==> config.mk <==
export PLATFORM = sky130hd
export DESIGN_NAME = dmem_arbiter
export DESIGN_NICKNAME = d
export VERILOG_FILES = /design/src/rtl/dmem_arbiter.sv
export SDC_FILE = /design/constraint.sdc
export NUM_CORES = 1
export LEC_CHECK = 0
export ABC_AREA = 1
export BUFFER_PORTS_ARGS = -buffer_cell sky130_fd_sc_hd__buf_2
export CAP_MARGIN = 5
export CORE_AREA = 10 10 114 106
export DETAILED_ROUTE_END_ITERATION = 8
export DIE_AREA = 0 0 124 116
export PLACE_DENSITY = 0.89
export RECOVER_POWER = 100
export SYNTH_ARGS = -nofsm -noshare
export SYNTH_HDL_FRONTEND = slang
export SYNTH_SLANG_ARGS = --single-unit
==> constraint.sdc <==
create_clock -name CLK -period 1.6 [get_ports CLK]
set_input_delay 0.08 -clock CLK [delete_from_list [all_inputs] [get_ports CLK]]
set_output_delay 0.08 -clock CLK [all_outputs]
set_load 0.05 [all_outputs]
==> src/rtl/dmem_arbiter.sv <==
// Two-requester arbiter (CPU, debug) for the single data-memory port, with a per-transfer watchdog.
// Optional macro DMEM_ARB_RR_EN selects round-robin tie-breaking; otherwise the CPU wins every tie.
module dmem_arbiter #(
  parameter int ADDR_W  = 10,
  parameter int TIMEOUT = 15
) (
  input  logic              CLK,
  input  logic              RST,
  input  logic              cpu_req,
  input  logic              cpu_we,
  input  logic [ADDR_W-1:0] cpu_addr,
  input  logic [31:0]       cpu_wdata,
  output logic              cpu_done,
  output logic [31:0]       cpu_rdata,
  output logic              cpu_err,
  input  logic              dbg_req,
  input  logic              dbg_we,
  input  logic [ADDR_W-1:0] dbg_addr,
  input  logic [31:0]       dbg_wdata,
  output logic              dbg_done,
  output logic [31:0]       dbg_rdata,
  output logic              dbg_err,
  output logic              mem_req,
  output logic              mem_we,
  output logic [ADDR_W-1:0] mem_addr,
  output logic [31:0]       mem_wdata,
  input  logic              mem_ack,
  input  logic [31:0]       mem_rdata,
  output logic [1:0]        o_dbg_state,
  output logic              o_dbg_last_grant
);

  localparam logic [1:0] S_IDLE     = 2'd0;
  localparam logic [1:0] S_BUSY_CPU = 2'd1;
  localparam logic [1:0] S_BUSY_DBG = 2'd2;
  localparam int WD_W = (TIMEOUT > 2) ? $clog2(TIMEOUT) : 1;
  localparam logic [WD_W-1:0] WD_LAST = WD_W'(TIMEOUT - 1);

  // Handshake: a requester holds x_req (with stable we/addr/wdata) until x_done pulses;
  // x_rdata/x_err are meaningful only while x_done=1 and read as 0 otherwise.
  logic [1:0]      r_state;
  logic            r_last_grant;  // 0 = CPU, 1 = DBG
  logic [WD_W-1:0] r_wdog;
  logic            w_tie_cpu;
  logic            w_pick_cpu;
  logic            w_pick_dbg;
  logic            w_finish;
  logic [31:0]     w_rdata;

`ifdef DMEM_ARB_RR_EN
  assign w_tie_cpu = r_last_grant;
`else
  assign w_tie_cpu = 1'b1;
`endif

  assign w_pick_cpu = cpu_req & (~dbg_req | w_tie_cpu);
  assign w_pick_dbg = dbg_req & ~w_pick_cpu;
  // Ack takes precedence over an expiring watchdog on the same edge.
  assign w_finish   = mem_ack | (r_wdog == WD_LAST);
  assign w_rdata    = (mem_ack & ~mem_we) ? mem_rdata : 32'd0;

  assign o_dbg_state      = r_state;
  assign o_dbg_last_grant = r_last_grant;

  always_ff @(posedge CLK) begin
    if (RST) begin
      r_state      <= S_IDLE;
      r_last_grant <= 1'b1;
      r_wdog       <= '0;
      mem_req      <= 1'b0;
      mem_we       <= 1'b0;
      mem_addr     <= '0;
      mem_wdata    <= '0;
      cpu_done     <= 1'b0;
      cpu_rdata    <= '0;
      cpu_err      <= 1'b0;
      dbg_done     <= 1'b0;
      dbg_rdata    <= '0;
      dbg_err      <= 1'b0;
    end else begin
      cpu_done  <= 1'b0;
      cpu_rdata <= '0;
      cpu_err   <= 1'b0;
      dbg_done  <= 1'b0;
      dbg_rdata <= '0;
      dbg_err   <= 1'b0;
      case (r_state)
        S_IDLE: begin
          if (w_pick_cpu) begin
            mem_req      <= 1'b1;
            mem_we       <= cpu_we;
            mem_addr     <= cpu_addr;
            mem_wdata    <= cpu_wdata;
            r_wdog       <= '0;
            r_last_grant <= 1'b0;
            r_state      <= S_BUSY_CPU;
          end else if (w_pick_dbg) begin
            mem_req      <= 1'b1;
            mem_we       <= dbg_we;
            mem_addr     <= dbg_addr;
            mem_wdata    <= dbg_wdata;
            r_wdog       <= '0;
            r_last_grant <= 1'b1;
            r_state      <= S_BUSY_DBG;
          end
        end
        S_BUSY_CPU, S_BUSY_DBG: begin
          if (w_finish) begin
            mem_req <= 1'b0;
            r_state <= S_IDLE;
            if (r_state == S_BUSY_CPU) begin
              cpu_done  <= 1'b1;
              cpu_err   <= ~mem_ack;
              cpu_rdata <= w_rdata;
            end else begin
              dbg_done  <= 1'b1;
              dbg_err   <= ~mem_ack;
              dbg_rdata <= w_rdata;
            end
          end else begin
            r_wdog <= r_wdog + 1'b1;
          end
        end
        default: begin
          mem_req <= 1'b0;
          r_state <= S_IDLE;
        end
      endcase
    end
  end

endmodule

* Yosys cells after proc, flatten, opt, wreduce, memory -nomap -nowiden *
Index checks and enable logic that the tools add are counted.

storage, ports and cells
  register bits = 119
  input port bits = 123
  output and inout bits = 115
  word-level logic and storage cells = 61

cells by class
  add/sub/neg operators = 1
  equal/unequal tests = 6
  muxes and demuxes = 22
  bitwise logic cells = 9
  reduce and logical (&&, ||, !) cells = 10

operators with widths
  kind                                            count
  2-to-1 mux 32 bit                               3
  2-to-1 mux 10 bit                               2
  2-to-1 mux 4 bit                                3
  2-to-1 mux 1 bit                                8
  one-hot mux 4 bit (2 select lines)              1
  OR reduction 4 bit                              2
  2-to-1 mux 2 bit                                3
  inverter 1 bit                                  6
  adder 4 x 1 -> 4 bit (second input constant)    1
  == test 4 bit (second input constant)           1
  inequality test 2 bit (second input constant)   2
  one-hot mux 2 bit (2 select lines)              1
  AND reduction 2 bit                             2
  nonzero test 2 bit                              2
  inequality test 3 bit (second input constant)   1
  AND reduction 3 bit                             1
  OR reduction 3 bit                              1
  AND 1 bit                                       2
  == test 2 x 1 -> 1 bit (second input constant)  1
  == test 2 bit (second input constant)           1
  logical NOT 2 bit                               1
  one-hot mux 1 bit (2 select lines)              1
  OR reduction 2 bit                              1
  bitwise OR 1 bit                                1

* Depth between registers and ports, before layout *
  depth after elaboration = 5
  gate-level depth with buffers = 9
  depth with buffers taken out = 8

* Worst setup path after synthesis *
No wires, ideal clock.

  path type = reg2reg
  start = register r_state[1], in the netlist o_dbg_state[1]
  end = register r_wdog[0]
  setup time = 0.113 ns
  data arrival time = 1.661 ns
  slack = -0.174 ns
  stages on the path, launching flop included = 8
  buffers on the path = 0
  clock period less this slack = 1.774 ns
  path through = dfxtp_1 inv_1 ha_1 nand3_1 nand2_1 nand2_1 nor2_1 nor2_1

on the way
  cells in the longest elaborated chain, start to end = 4
  elaborated cells between the ends (all ways) = 9
  classes of those cells = 4 x eq/ne; 1 x mux; 4 x reduce/logical

ends and longest elaborated chain
  item                                                                   line  source
  from (decl)                                                            41    logic [1:0] r_state;
  from (signal assigned)                                                 67    r_state <= S_IDLE;
  from (signal assigned)                                                 96    r_state <= S_BUSY_CPU;
  from (signal assigned)                                                 104   r_state <= S_BUSY_DBG;
  == test 2 x 1 -> 1 bit or == test 2 bit (tied branches)                87    case (r_state)
  OR reduction 2 bit                                                     87
  inequality test 2 bit (no line) or nonzero test 2 bit (tied branches)  -
  AND reduction 3 bit (no line)                                          -
  to (signal assigned)                                                   121   r_wdog <= r_wdog + 1'b1;
  to (decl)                                                              43    logic [WD_W-1:0] r_wdog;

Parallel ways exist; a longest one is shown, timed or not.
A chain may end at the register's enable or synchronous reset.

* Worst setup path in the final report *
  start = register r_state[0], in the netlist o_dbg_state[0]
  end = register mem_addr[8]

on the way
  cells in the longest elaborated chain, start to end = 2

ends and longest elaborated chain
  item                           line  source
  logical NOT 2 bit              87
  AND reduction 2 bit (no line)  -
  to (signal assigned)           92    mem_addr <= cpu_addr;
  to (signal assigned)           100   mem_addr <= dbg_addr;
  to (decl)                      25    output logic [ADDR_W-1:0] mem_addr,

No other way between the ends.

==> impl_summary.log <==
[metrics] outcome: complete, no violations
[metrics] via count: 5314
[metrics] Worst setup startpoint: o_dbg_state[0]
[metrics] area overhead of the layout relative to synthesis: 75.5%
[metrics] net switching power of the design: 2.91 mW
[metrics] met1 layer wirelength in the final routing: 7250 um
[metrics] Die ar.: 14400 um^2
[metrics] area share of the largest cell type after synthesis: 0.569
[metrics] highest clock frequency the design can meet: 630 MHz
[metrics] Avg Inst Size Synth: 8.44 um^2
[metrics] number of global-route vias before repair: 5439
[metrics] fraction of the mapped netlist area in compound gates: 0.131
[metrics] source of the worst register-to-register timing path: o_dbg_state[0]
[metrics] clock latency reported for the late side of the worst-skew pair: 0.49 ns
[metrics] via count normalized by instance count: 5.35
[metrics] Total GRT Usage: 0.268
[metrics] pre-CTS setup slack: 0.0674 ns
[metrics] post-synthesis adder-cell area fraction: 0.0149
[metrics] detailed-placement wirelength estimate: 10700 um
[metrics] post-detailed-route count of antenna-violating nets: 0
[metrics] Worst setup SP type: flip-flop
[metrics] share of total power consumed by net switching: 0.307
[metrics] dominant combinational cell family by area after synthesis: simple AND/OR/NAND/NOR gates
[metrics] clock buffer count from CTS: 17
[metrics] cell family with the largest share of critical-path delay: compound AO/OA/AOI/OAI gates
[metrics] Pint: 6.58 mW
[metrics] root buffer selected by CTS: clkbuf_8
[metrics] number of pins exceeding their max-slew limit in the final report: 0
[metrics] most frequently used cell type in the post-synthesis netlist: dfxtp_1
[metrics] critical path peak fanout: 21
[metrics] sequential group share of total power: 0.345
[metrics] count of state elements after synthesis: 119
[metrics] cell with the largest stage delay on the worst path: dfxtp_2
[metrics] number of ports placed on the die boundary: 238
[metrics] count of clock tree sinks: 119
[metrics] Max IR drop VDD: 0.000735 V
[metrics] last weighted congestion value of the routability-driven placer: 0.768
[metrics] power density over cell area: 1290 nW/um^2
[metrics] met2 routed WL: 9890 um
[metrics] highest signal layer in the routed design: met4
[metrics] proportion of power drawn by the clock network: 0.446
[metrics] CTS tree: done
[metrics] PnR worst setup slack: 0.0133 ns
[metrics] row cnt: 34
[metrics] leading cell types by count after synthesis: 119 x dfxtp_1, 102 x nand2_1, 64 x nor3_1, 48 x inv_1, 43 x a31oi_1
[metrics] cell area after technology mapping: 4190 um^2
[metrics] HP Class: in2reg
[metrics] count of maximum capacitance violations: 0
[metrics] wire length per cell: 21.1 um
[metrics] Max-Slew Margin vs Limit: 0.531
[metrics] die width: 124 um
[metrics] Most used DFF post-synth: dfxtp_1
[metrics] top cells by area in the synthesized netlist: dfxtp_1 57%, nand2_1 9.1%, nor3_1 7.6%
[metrics] required time of the critical path: 1.98 ns
[metrics] Detailed Route WL: 20900 um
[metrics] EDFF count, synth: 0
[metrics] Tightest Pin Transition: 0.706 ns
[metrics] Worst Clk Skew: 0.00632 ns
[metrics] worst path buffer plus inverter count: 3
[metrics] total overflow reported by the global router: 0
[metrics] fraction of registers with async set or reset after synthesis: 0
[metrics] crit share post-route: 0.992
[metrics] simple-gate area share of the yosys netlist: 0.199
[metrics] final hold violation count: 0
[metrics] cell count of the worst hold path: 5
[metrics] CTS max path bufs: 2
[metrics] minimum clock period: 1.59 ns
[metrics] pin count of the biggest net entering global routing: 83
[metrics] starting density of the core: 0.438
[metrics] global-route wire length before repair: 29900 um
[metrics] synthesized netlist cell count: 496
[metrics] Filler cells: 626
[metrics] largest incremental delay on the critical path: 0.34 ns
[metrics] dominant cell type by area after synthesis: dfxtp_1
[metrics] count of distinct cell types in the synthesized netlist: 24
[metrics] sequential cell area fraction in the yosys report: 0.569
[metrics] startpoint of the lowest-slack hold path: dbg_req
[metrics] height of the die: 116 um
[metrics] Core Footprint: 9570 um^2
[metrics] yosys synthesis warning count: 0
[metrics] leakage: 3.27 nW
[metrics] post-synth net total: 624
[metrics] worst-case reg-to-reg path depth: 7
[metrics] final setup violating endpoints: 0
[metrics] router iterations before antenna repair: 6
[metrics] mux share of post-synthesis cell area: 0
[metrics] logic gate share of total power: 0.209
[metrics] DR WL met3: 3060 um
[metrics] clock slew at the register clock pins of the worst setup and hold paths: 0.06 ns
[metrics] initial antenna violation count: 4
[metrics] ratio of cells with drive above 1 in the final layout: 0.231
[metrics] post-detailed-placement cell area: 5490 um^2
[metrics] library cell appearing most often on the critical path: inv_1
[metrics] remaining design rule violation count: 0
[metrics] synthesized-area fraction occupied by xor and xnor cells: 0
[metrics] Net count, final: 978
[metrics] Critical Setup Path Class: reg2reg
[metrics] deepest level of the CTS H-tree: 4
[metrics] Worst Path Arrival: 1.97 ns
[metrics] critical path, cell by cell: inv_1 -> ha_2 -> inv_1 -> a21oi_4 -> buf_12 -> o21ai_0 -> a31oi_1
[metrics] number of port buffers: 237
[metrics] finished layout cell area: 7350 um^2
[metrics] total number of cells along the worst setup path: 7
[metrics] nature of the critical path endpoint: flip-flop
[metrics] slack of the worst reg-to-reg path: 0.01 ns
[metrics] DR iter-0 viols: 622
-- stage by stage --
stage	total power, mW	std cells	util	hold slack [ns]	setup TNS [ns]
2_1_floorplan	4.41	496	-	0.142	0
3_3_place_gp	4.86	833	0.573	0.323	0
3_5_place_dp	4.90	833	0.573	0.330	0
4_1_cts	9.32	986	0.769	0.0663	0
5_1_grt	9.77	992	0.768	0.128	-0.0340
6_report	9.50	993	0.768	0.0816	0
-- registers in the layout (all words and copies together) (netlist names) --
| register | flops |
|---|---|
| mem_req | 1 |
| cpu_done | 1 |
| cpu_err | 1 |
| dbg_rdata | 32 |
| dbg_done | 1 |
| o_dbg_last_grant | 1 |
| mem_wdata | 32 |
| o_dbg_state | 2 |
| mem_addr | 10 |
| dbg_err | 1 |
| mem_we | 1 |
| cpu_rdata | 32 |
| r_wdog | 4 |
-- kinds of logic after synthesis --
logic type / after synthesis
AND/OR/NAND/NOR: 189
flip-flops: 119
AO/OA/AOI/OAI: 97
buffers and inverters: 86
adder cells (fa/ha/maj): 5
-- final cells by class --
class / instances / area [um^2] / share of cell area
clock buffers: 19 / 442 / 0.0601
repair buffers: 371 / 2460 / 0.335
flip-flops and latches: 119 / 2380 / 0.324
clock inverters: 13 / 216 / 0.0295
inverters: 50 / 188 / 0.0255
diodes: 4 / 10.0 / 0.00136
well taps: 126 / 158 / 0.0215
multi-input cells: 291 / 1490 / 0.203
-- worst register-to-register path, cell delays in order, from the launching register on --
cell     delay (ns)
dfxtp_2        0.34
inv_1          0.06
ha_2           0.17
inv_1          0.07
a21oi_4        0.20
buf_12         0.19
o21ai_0        0.15
a31oi_1        0.30
-- power by group through the flow --
stage	sequential, mW	clock (mW)	combinational [mW]
finish	3.28	4.24	1.98
CTS	3.24	4.25	1.83
global route	3.29	4.40	2.08
detailed placement	3.30	0	1.60
floorplan	3.90	0	0.505
global placement	3.30	0	1.56
-- final timing paths --
kind / endpoint
worst max-delay path: mem_addr[8]
worst min-delay path: r_wdog[0]
worst max register to register: mem_addr[8]
worst min register to register: mem_req
-- layout by cell type, fill, tap and decap left out, types with 5 or more instances in the layout --
cell,count
a21oi_1,8
a31oi_1,43
buf_12,5
buf_2,122
buf_4,6
bufinv_16,5
clkbuf_1,105
clkbuf_16,18
clkbuf_2,10
clkinv_4,5
dfxtp_1,117
dlygate4sd3_1,121
inv_1,46
nand2_1,102
nand3_1,10
nor2_1,5
nor3_1,56
nor3_2,9
o21ai_0,41
-- what timing repair did --
| item | in CTS | in global routing |
|---|---|---|
| hold buffers | 121 | 0 |
| buffers inserted | 0 | 1 |
| hold endpoints to repair | 116 | 0 |
| setup endpoints to repair | 0 | 37 |
| gates resized for setup | 0 | 11 |
-- routing by layer --
metal	track usage	up-vias
met1	0.284	2391
li1	-	2361
met2	0.443	475
met3	0.129	87
met5	0	-
met4	0.127	0
No activity file was read; power rests on OpenSTA's default activity.
